[src/rtl/pulse_stretch_pkg.sv]
// ============================================================================
// pulse_stretch_pkg : shared state encoding and timing defaults | rev 1.0
// ============================================================================
`default_nettype none

package pulse_stretch_pkg;

  typedef enum logic [1:0] {
    IDLE = 2'd0,
    HIGH = 2'd1,
    GAP  = 2'd2
  } state_t;

  // 333333 clocks = 0.01 s at 33.3333 MHz
  localparam int DEFAULT_CYCLES = 333333;
  localparam int PEND_W         = 3;

endpackage

`default_nettype wire

[src/rtl/pulse_stretch_if.sv]
// ============================================================================
// pulse_stretch_if : strobe-in / stretched-out signal bundle | rev 1.0
// ============================================================================
`default_nettype none

interface pulse_stretch_if;
  import pulse_stretch_pkg::*;

  logic              trigger;
  logic              clear;
  logic              stretched;
  logic              busy;
  logic [PEND_W-1:0] pending;
  logic              overflow;

  modport master (
    output trigger, clear,
    input  stretched, busy, pending, overflow
  );

  modport slave (
    input  trigger, clear,
    output stretched, busy, pending, overflow
  );

endinterface

`default_nettype wire

[src/rtl/pulse_stretch_sat_counter.sv]
// ============================================================================
// pulse_stretch_sat_counter : 3-bit saturating up/down queue counter | rev 1.0
// ============================================================================
`default_nettype none

module pulse_stretch_sat_counter #(
  parameter int MAX = 7
) (
  input  wire logic       clock,
  input  wire logic       reset,
  input  wire logic       clr,
  input  wire logic       inc,
  input  wire logic       dec,
  output logic      [2:0] value,
  output logic            overflow
);

  logic [2:0] base;
  logic [2:0] value_nxt;
  logic       overflow_nxt;

  // Clear is applied before the inc/dec so a same-cycle increment survives it.
  always_comb begin
    base         = clr ? 3'd0 : value;
    value_nxt    = base;
    overflow_nxt = 1'b0;
    if (inc && !dec) begin
      if (base >= 3'(MAX)) begin
        overflow_nxt = 1'b1;
      end else begin
        value_nxt = base + 3'd1;
      end
    end else if (dec && !inc) begin
      if (base != 3'd0) begin
        value_nxt = base - 3'd1;
      end
    end
  end

  always_ff @(posedge clock or negedge reset) begin
    if (!reset) begin
      value    <= 3'd0;
      overflow <= 1'b0;
    end else begin
      value    <= value_nxt;
      overflow <= overflow_nxt;
    end
  end

endmodule

`default_nettype wire

[src/rtl/pulse_stretch.sv]
// ============================================================================
// pulse_stretch : strobe to min-high / min-low pulse stretcher | rev 1.0
// ============================================================================
`default_nettype none

module pulse_stretch
  import pulse_stretch_pkg::*;
#(
  parameter int HIGH_CYCLES = DEFAULT_CYCLES,
  parameter int LOW_CYCLES  = DEFAULT_CYCLES,
  parameter int PEND_MAX    = 7,
  parameter int CW          = 19
) (
  input  wire logic        clock,
  input  wire logic        reset,
  pulse_stretch_if.slave   bus
);

  state_t          state;
  state_t          state_nxt;
  logic [CW-1:0]   count;
  logic [CW-1:0]   count_nxt;
  logic            q_inc;
  logic            q_dec;
  logic            pend_avail;
  logic            high_last;
  logic            gap_last;
  logic            stretched_r;
  logic            busy_r;

  // A clear in the same cycle empties the queue before it can be consumed.
  assign pend_avail = (bus.pending != '0) && !bus.clear;
  assign high_last  = (count == CW'(HIGH_CYCLES - 1));
  assign gap_last   = (count == CW'(LOW_CYCLES - 1));

  always_comb begin
    state_nxt = state;
    count_nxt = count;
    q_inc     = 1'b0;
    q_dec     = 1'b0;
    case (state)
      IDLE: begin
        if (bus.trigger) begin
          state_nxt = HIGH;
          count_nxt = '0;
        end
      end
      HIGH: begin
        q_inc = bus.trigger;
        if (high_last) begin
          state_nxt = GAP;
          count_nxt = '0;
        end else begin
          count_nxt = count + CW'(1);
        end
      end
      GAP: begin
        if (gap_last) begin
          count_nxt = '0;
          if (pend_avail || bus.trigger) begin
            state_nxt = HIGH;
            q_dec     = pend_avail;
            q_inc     = bus.trigger && pend_avail;
          end else begin
            state_nxt = IDLE;
          end
        end else begin
          count_nxt = count + CW'(1);
          q_inc     = bus.trigger;
        end
      end
      default: begin
        state_nxt = IDLE;
        count_nxt = '0;
      end
    endcase
  end

  always_ff @(posedge clock or negedge reset) begin
    if (!reset) begin
      state       <= IDLE;
      count       <= '0;
      stretched_r <= 1'b0;
      busy_r      <= 1'b0;
    end else begin
      state       <= state_nxt;
      count       <= count_nxt;
      stretched_r <= (state_nxt == HIGH);
      busy_r      <= (state_nxt != IDLE);
    end
  end

  pulse_stretch_sat_counter #(
    .MAX (PEND_MAX)
  ) u_pend (
    .clock    (clock),
    .reset    (reset),
    .clr      (bus.clear),
    .inc      (q_inc),
    .dec      (q_dec),
    .value    (bus.pending),
    .overflow (bus.overflow)
  );

  assign bus.stretched = stretched_r;
  assign bus.busy      = busy_r;

endmodule

`default_nettype wire

[src/flat_wrapper.sv]
// flat-port wrapper written by rule: the top's interface ports become plain ports
module pulse_stretch_flat import pulse_stretch_pkg::*;
#(
  parameter int HIGH_CYCLES = DEFAULT_CYCLES,
  parameter int LOW_CYCLES  = DEFAULT_CYCLES,
  parameter int PEND_MAX    = 7,
  parameter int CW          = 19
)
  (clock, reset, bus_trigger, bus_clear, bus_stretched, bus_busy, bus_pending, bus_overflow);
  pulse_stretch_if bus_i ();
  input  wire logic clock;
  input  wire logic reset;
  input wire logic [$bits(bus_i.trigger)-1:0] bus_trigger;
  input wire logic [$bits(bus_i.clear)-1:0] bus_clear;
  output wire logic [$bits(bus_i.stretched)-1:0] bus_stretched;
  output wire logic [$bits(bus_i.busy)-1:0] bus_busy;
  output wire logic [$bits(bus_i.pending)-1:0] bus_pending;
  output wire logic [$bits(bus_i.overflow)-1:0] bus_overflow;
  assign bus_i.trigger = bus_trigger;
  assign bus_i.clear = bus_clear;
  assign bus_stretched = bus_i.stretched;
  assign bus_busy = bus_i.busy;
  assign bus_pending = bus_i.pending;
  assign bus_overflow = bus_i.overflow;
  pulse_stretch #(.HIGH_CYCLES(HIGH_CYCLES), .LOW_CYCLES(LOW_CYCLES), .PEND_MAX(PEND_MAX), .CW(CW)) u_core (.clock(clock), .reset(reset), .bus(bus_i));
endmodule
[config.mk]
export PLATFORM = sky130hd
export DESIGN_NAME = pulse_stretch_flat
export DESIGN_NICKNAME = d
export VERILOG_FILES = /design/src/rtl/pulse_stretch_pkg.sv /design/src/rtl/pulse_stretch_if.sv /design/src/rtl/pulse_stretch_sat_counter.sv /design/src/rtl/pulse_stretch.sv /design/src/flat_wrapper.sv
export SDC_FILE = /design/constraint.sdc
export NUM_CORES = 1
export LEC_CHECK = 0
export BUFFER_PORTS_ARGS = -buffer_cell sky130_fd_sc_hd__buf_2
export CORE_AREA = 10 10 68 70
export DETAILED_ROUTE_END_ITERATION = 10
export DIE_AREA = 0 0 78 80
export PLACE_DENSITY = 0.73
export SETUP_SLACK_MARGIN = 0.2
export SYNTH_ARGS = -nofsm -noshare
export SYNTH_HDL_FRONTEND = slang
export SYNTH_SLANG_ARGS = --single-unit
[constraint.sdc]
create_clock -name clock -period 1.81 [get_ports clock]
set_input_delay 0.362 -clock clock [delete_from_list [all_inputs] [get_ports clock]]
set_output_delay 0.362 -clock clock [all_outputs]
set_load 0.05 [all_outputs]
==> Word-level counts from Yosys, hierarchy flattened <==
Cells that the tools add are included.
{ "word_totals": {"regBits": 27, "input_bits": 4, "wordCells": 49, "output_inout_bits": 6} }
{ "op_classes": {"n_addsub": 3, "n_mux": 21, "order_cmp": 1, "eq_ne": 5, "n_reduce_logical": 13} }
{ "ops": {"columns": ["operator", "count"], "rows": [
  ["2-to-1 mux 19 bit", 2],
  ["one-hot mux 19 bit (2 select lines)", 1],
  ["adder 19 x 1 -> 19 bit, second input constant", 1],
  ["== test 19 bit, second input constant", 1],
  ["2-to-1 mux 3 bit", 5],
  ["2-to-1 mux 1 bit", 8],
  ["2-to-1 mux 2 bit", 3],
  ["one-hot mux 2 bit (3 select lines)", 1],
  ["nonzero test 3 bit", 2],
  ["== test 2 x 1 -> 1 bit, second input constant", 2],
  ["logical AND 1 bit", 4],
  ["adder 3 x 1 -> 3 bit, second input constant", 1],
  [">= comparator 3 bit, second input constant", 1],
  ["zero test 1 bit", 3],
  ["subtractor 3 x 1 -> 3 bit, second input constant", 1],
  ["== test 2 bit, second input constant", 1],
  ["zero test 2 bit", 1],
  ["inequality test 2 bit, second input constant", 1],
  ["one-hot mux 1 bit (2 select lines)", 1],
  ["nonzero test 2 bit", 1],
  ["OR reduction 2 bit", 1],
  ["logical OR 1 bit", 1]
]} }

==> Depth between registers and ports, before layout <==
{ "logic_depth": {"ltp_word": 10, "depth_mapped": 8, "depth_no_buf": 8} }

==> Hierarchy <==
A second synthesis with hierarchy kept.
{ "hier_totals": {"cells_unflattened": 188, "hier_area_um2": 1707.9} }
{ "by_module_without_submodules": {"columns": ["module", "cells_each", "n_inst", "area_each_um2", "seq_area_each_um2"], "rows": [
  ["pulse_stretch", 148, 1, 1366.3, 575.6],
  ["pulse_stretch_sat_counter", 40, 1, 341.6, 100.1]
]} }

==> Worst setup path after synthesis <==
Ideal clock, no wire load.
{ "synth_path": {"path_type": "register to register", "startpoint": "register u_core.u_pend.value[1]", "endpoint": "register u_core.u_pend.value[0]", "path_stages_with_launch": 8, "period_less_slack_ps": 2022, "setup_time_ps": 104, "n_path_buf": 0, "slack_ps": -212, "t_required_ps": 1706, "t_arrival_ps": 1918, "path_cell_list": "dfrtp_1 -> nand2b_1 -> inv_1 -> ha_1 -> ha_1 -> a31o_2 -> a211o_1 -> a221oi_1"} }
{ "synth_between": {"elab_chain_cells": 10, "elab_cells_between_ends": 21, "cone_classes": "1 x order compare; 11 x mux; 9 x reduce/logical"} }
{ "synth_rtl": {"columns": ["item", "line_no", "rtl"], "rows": [
  ["from (decl)", "pulse_stretch_sat_counter.sv:14", "output logic [2:0] value,"],
  ["from (signal assigned)", "pulse_stretch_sat_counter.sv:45", "value <= value_nxt;"],
  ["nonzero test 3 bit", "pulse_stretch.sv:32", "assign pend_avail = (bus.pending != '0) && !bus.clear;"],
  ["logical AND 1 bit", "pulse_stretch.sv:32", null],
  ["logical AND 1 bit / logical OR 1 bit (equally long branches)", "pulse_stretch.sv:63, pulse_stretch.sv:60", null],
  ["2-to-1 mux 1 bit", "pulse_stretch.sv:60", "if (pend_avail || bus.trigger) begin"],
  ["2-to-1 mux 1 bit", "pulse_stretch.sv:58", "if (gap_last) begin"],
  ["one-hot mux 1 bit (2 select lines)", "pulse_stretch.sv:41", "case (state)"],
  ["zero test 1 bit", "pulse_stretch_sat_counter.sv:33", "end else if (dec && !inc) begin"],
  ["logical AND 1 bit", "pulse_stretch_sat_counter.sv:33", null],
  ["2-to-1 mux 3 bit", "pulse_stretch_sat_counter.sv:33", null],
  ["2-to-1 mux 3 bit *", "pulse_stretch_sat_counter.sv:27", "if (inc && !dec) begin"],
  ["named net u_core.u_pend.value_nxt[0]", "pulse_stretch_sat_counter.sv:19", "logic [2:0] value_nxt;"]
]} }
The timed path passes the listed nets; every way through them passes the cells marked *.
A chain may end at the register's enable or synchronous reset.

==> Worst setup path after layout <==
{ "layout_path": {"startpoint": "register u_core.count[0]", "endpoint": "register u_core.u_pend.value[2]"} }
{ "layout_between": {"elab_chain_cells": 7, "elab_cells_between_ends": 11, "cone_classes": "1 x eq/ne; 6 x mux; 4 x reduce/logical"} }
{ "layout_rtl": {"columns": ["item", "line_no", "rtl"], "rows": [
  ["from (decl)", "pulse_stretch.sv:21", "logic [CW-1:0] count;"],
  ["from (signal assigned)", "pulse_stretch.sv:87", "count <= count_nxt;"],
  ["== test 19 bit *", "pulse_stretch.sv:34", "assign gap_last = (count == CW'(LOW_CYCLES - 1));"],
  ["2-to-1 mux 1 bit", "pulse_stretch.sv:58", null],
  ["one-hot mux 1 bit (2 select lines)", "pulse_stretch.sv:41", null],
  ["zero test 1 bit", "pulse_stretch_sat_counter.sv:33", null],
  ["logical AND 1 bit", "pulse_stretch_sat_counter.sv:33", null],
  ["2-to-1 mux 3 bit", "pulse_stretch_sat_counter.sv:33", null],
  ["2-to-1 mux 3 bit *", "pulse_stretch_sat_counter.sv:27", null],
  ["named net u_core.u_pend.value_nxt[2]", "pulse_stretch_sat_counter.sv:19", null]
]} }
Marks and branches as above.

==> impl_summary.log <==
INFO  metric cts_tree = yes
INFO  metric min-delay-path-class = in2async
INFO  metric boundaryPins = 10
INFO  metric r2r_cells = 8
INFO  metric async_flop_share = 100%
INFO  metric placedCellCount = 251
INFO  metric timing.critical_path.required = 2040 ps
INFO  metric power.net_switching = 0.992 mW
INFO  metric pwr-share-comb = 55.6%
INFO  metric placedInstanceArea = 2010 um2
INFO  metric relSlewSlack = 60.5%
INFO  metric placementRows = 21
INFO  metric post_synthesis_instance_area = 1740 um2
INFO  metric detailroute.via_count = 1593
INFO  metric yosysTopAreaCell = dfrtp_1
INFO  metric cts_max_level = 1
INFO  metric clock_tree.root_cell = clkbuf_4
INFO  metric number_of_antenna_violations_at_the_first_check_in_global_routing = 0
INFO  metric timing.setup.critical_path_class = reg2reg
INFO  metric synth_commonest_cells = dfrtp_1 (27), nor2_1 (22), nand2_1 (12)
INFO  metric final-setup-viol-count = 7
INFO  metric grt_pass1_vias = 1469
INFO  metric die_width = 78 um
INFO  metric drcViolationCount = 0
INFO  metric ant_nets = 0
INFO  metric crit_arrival = 2110 ps
INFO  metric ctsLongestPathBuffers = 2
INFO  metric clk-insertion-delay-late = 340 ps
INFO  metric stdcell_count = 271
INFO  metric outcome = complete, but fails checks
INFO  metric vdd_drop_max = 0.000938 V
INFO  metric clock_power_share = 11.8%
INFO  metric starting_utilization_of_the_core_area = 53.0%
INFO  metric ff2ff_setup_slack = -60 ps
INFO  metric final_cell_area = 2400 um2
INFO  metric timing.critical_path.from_type = flip-flop
INFO  metric r2r_start = u_core.count[0]$_DFFE_PN0P_
INFO  metric largest_driver_fanout_on_the_critical_path = 4
INFO  metric cellInternalPower = 1.30 mW
INFO  metric clock-sinks = 27
INFO  metric setup.worst_path.end = u_core.u_pend.value[2]$_DFF_PN0_
INFO  metric seqPwrFrac = 32.6%
INFO  metric cts.clk_slew.worst_paths = 150 ps
INFO  metric die_span_in_y = 80 um
INFO  metric post-synth-top-count-cell = dfrtp_1
INFO  metric std_cell_core_area = 3280 um2
INFO  metric number_of_pins_exceeding_their_max_slew_limit_in_the_final_report = 0
INFO  metric endpoint_kind = flip-flop
INFO  metric switching_share = 43.3%
INFO  metric synth_top_area_share = 38.8%
INFO  metric final_nets = 241
INFO  metric routabilityCongestion = 0.914
INFO  metric timing.final.ws_setup = -62.7 ps
INFO  metric worst_setup_path_startpoint = u_core.count[0]$_DFFE_PN0P_
INFO  metric fmaxAchievable = 534 MHz
INFO  metric most_common_flop_cell_mapped_by_yosys = dfrtp_1
INFO  metric dr.first_iter.drc_count = 69
INFO  metric cts_inserted_buffers = 3
INFO  metric fin_setup_tns = -186 ps
INFO  metric synth_sequential_area_ratio = 38.8%
INFO  metric timing_hold_violations_final = 0
INFO  metric dieArea = 6240 um2
INFO  metric finalWorstPathRequiredPeriod = 1870 ps
INFO  metric reg2reg_capture_point = u_core.u_pend.value[2]$_DFF_PN0_
INFO  metric tightestPinTransition = 593 ps
INFO  metric synth_cells = 183
INFO  metric final_layout_size_suffix_gt1_share = 42.7%
INFO  metric cellLeakagePower = 1.09 nW
INFO  metric skew = 9.31 ps
INFO  metric hold_slack = 1.53 ps
INFO  metric yosys_warnings = 0
INFO  metric synth.area.top_cells = dfrtp_1 (39%), ha_1 (7.9%), nor2_1 (4.7%)
INFO  metric grt_first_pass_wirelength = 6.89 mm
INFO  metric yosys_register_bits = 27
INFO  metric dp_hpwl = 2.87 mm
INFO  metric flow.area_growth_from_synthesis = 38.2%
INFO  metric syn-num-nets = 198
INFO  metric totalWireLength = 4.49 mm
INFO  metric route.detailed.wl_per_inst = 16.6 um
INFO  metric finalPower = 2.29 mW
INFO  metric power_density = 952 nW/um2
INFO  metric grt_setup_unrepaired = yes
INFO  metric number_of_buffers_inserted_by_port_buffering = 9
INFO  metric fin_crit_sh = 103%
INFO  metric preCtsSetupSlack = -62.4 ps
INFO  metric synth_edf_count = 0
INFO  metric antenna_cells = 0
INFO  metric vias_per_cell = 5.88
INFO  metric utilization = 73.2%
INFO  metric synth_cell_type_count = 48
INFO  metric mean_instance_size_in_the_synthesized_netlist = 9.51 um2
INFO  metric track_usage = 13.1%
INFO  metric drt_pass1_iterations = 4
INFO  metric violations = negative setup slack
INFO  metric grt_start_max_net_pins = 28
INFO  metric cts.hold.buffers_added = 0
INFO  metric cap_viol_max_count = 0
INFO  metric globalRouteOverflowTotal = 0
## power groups by stage
stage | Clock (mW) | Combinational, mW | Sequential, mW
2_1_floorplan | 0 | 0.529 | 0.887
6_report | 0.270 | 1.27 | 0.747
4_1_cts | 0.266 | 1.07 | 0.732
3_3_place_gp | 0 | 0.910 | 0.755
3_5_place_dp | 0 | 0.930 | 0.758
5_1_grt | 0.293 | 1.37 | 0.755
## metal layers
| layer | part of all wire (%) | wire [um] | GRT usage [%] | up-vias |
|---|---|---|---|---|
| li1 | - | - | - | 750 |
| met1 | 43 | 1940 | 17.3 | 792 |
| met2 | 52 | 2340 | 21.8 | 45 |
| met3 | 3.4 | 152 | 1.24 | 6 |
| met4 | 1.2 | 56 | 4.84 | 0 |
| met5 | 0 | 0 | 0 | - |
## logic make-up (layout without fill, tap and decap cells)
logic type               after synthesis  after routing  synth area share (%)
AND/OR/NAND/NOR                       78             78                  26.2
AO/OA/AOI/OAI                         42             42                  17.9
flip-flops                            27             27                  38.8
buffers and inverters                 13             55                  2.88
adder cells (fa/ha/maj)               11             11                  7.91
XOR/XNOR                               9              9                  4.53
multiplexers                           3              3                  1.80
## area by class of cell
type / count / area (um2)
Clock buffer: 4 / 26.3
Tap cell: 46 / 57.6
Timing Repair Buffer: 40 / 320
Multi-Input combinational cell: 143 / 1280
Sequential cell: 27 / 679
Fill cell: 233 / 880
Inverter: 11 / 41.3
## worst min path at each step
stage | startpoint | endpoint | slack, ps | depth (start not counted)
3_3_place_gp | reset | u_core.count[5]$_DFFE_PN0P_ | 390 | 1
5_1_grt | reset | u_core.count[12]$_DFFE_PN0P_ | 50 | 1
4_1_cts | reset | u_core.count[12]$_DFFE_PN0P_ | 40 | 1
3_5_place_dp | reset | u_core.count[12]$_DFFE_PN0P_ | 400 | 1
2_1_floorplan | reset | u_core.bus.busy$_DFF_PN0_ | 70 | 0
6_report | reset | u_core.count[12]$_DFFE_PN0P_ | 2 | 1
## worst max-delay path, cell delays in order, from the launching register on
cell	delay, ps
dfrtp_1	420
inv_2	90
ha_4	120
and4b_4	270
nand3_4	120
buf_6	150
nor3_4	260
mux2i_1	120
a211o_1	230
## flip-flops by register name, summed over array words and instances (netlist names)
signal                  count
u_core.bus.stretched        1
u_core.count               19
u_core.state                2
u_core.u_pend.value         3
u_core.u_pend.overflow      1
u_core.bus.busy             1
## timing repair
item	CTS	global route
cloned	0	1
resized for setup	13	41
endpoints found under the setup margin	26	26
buffers inserted	11	4
pin swaps	15	25
hold endpoints to repair	0	0
## placed cells by master (no fill, tap or decap), types with 4 or more instances in the layout
master,count
a21oi_1,4
nor2_1,14
nor2b_1,4
buf_2,9
nor2_4,7
a22o_1,4
buf_4,22
ha_1,5
buf_6,8
a31oi_1,5
a21o_1,4
nand3_1,4
nand4_1,6
dfrtp_1,24
nand2_1,12
inv_1,8
(Power assumes the default switching activity.)
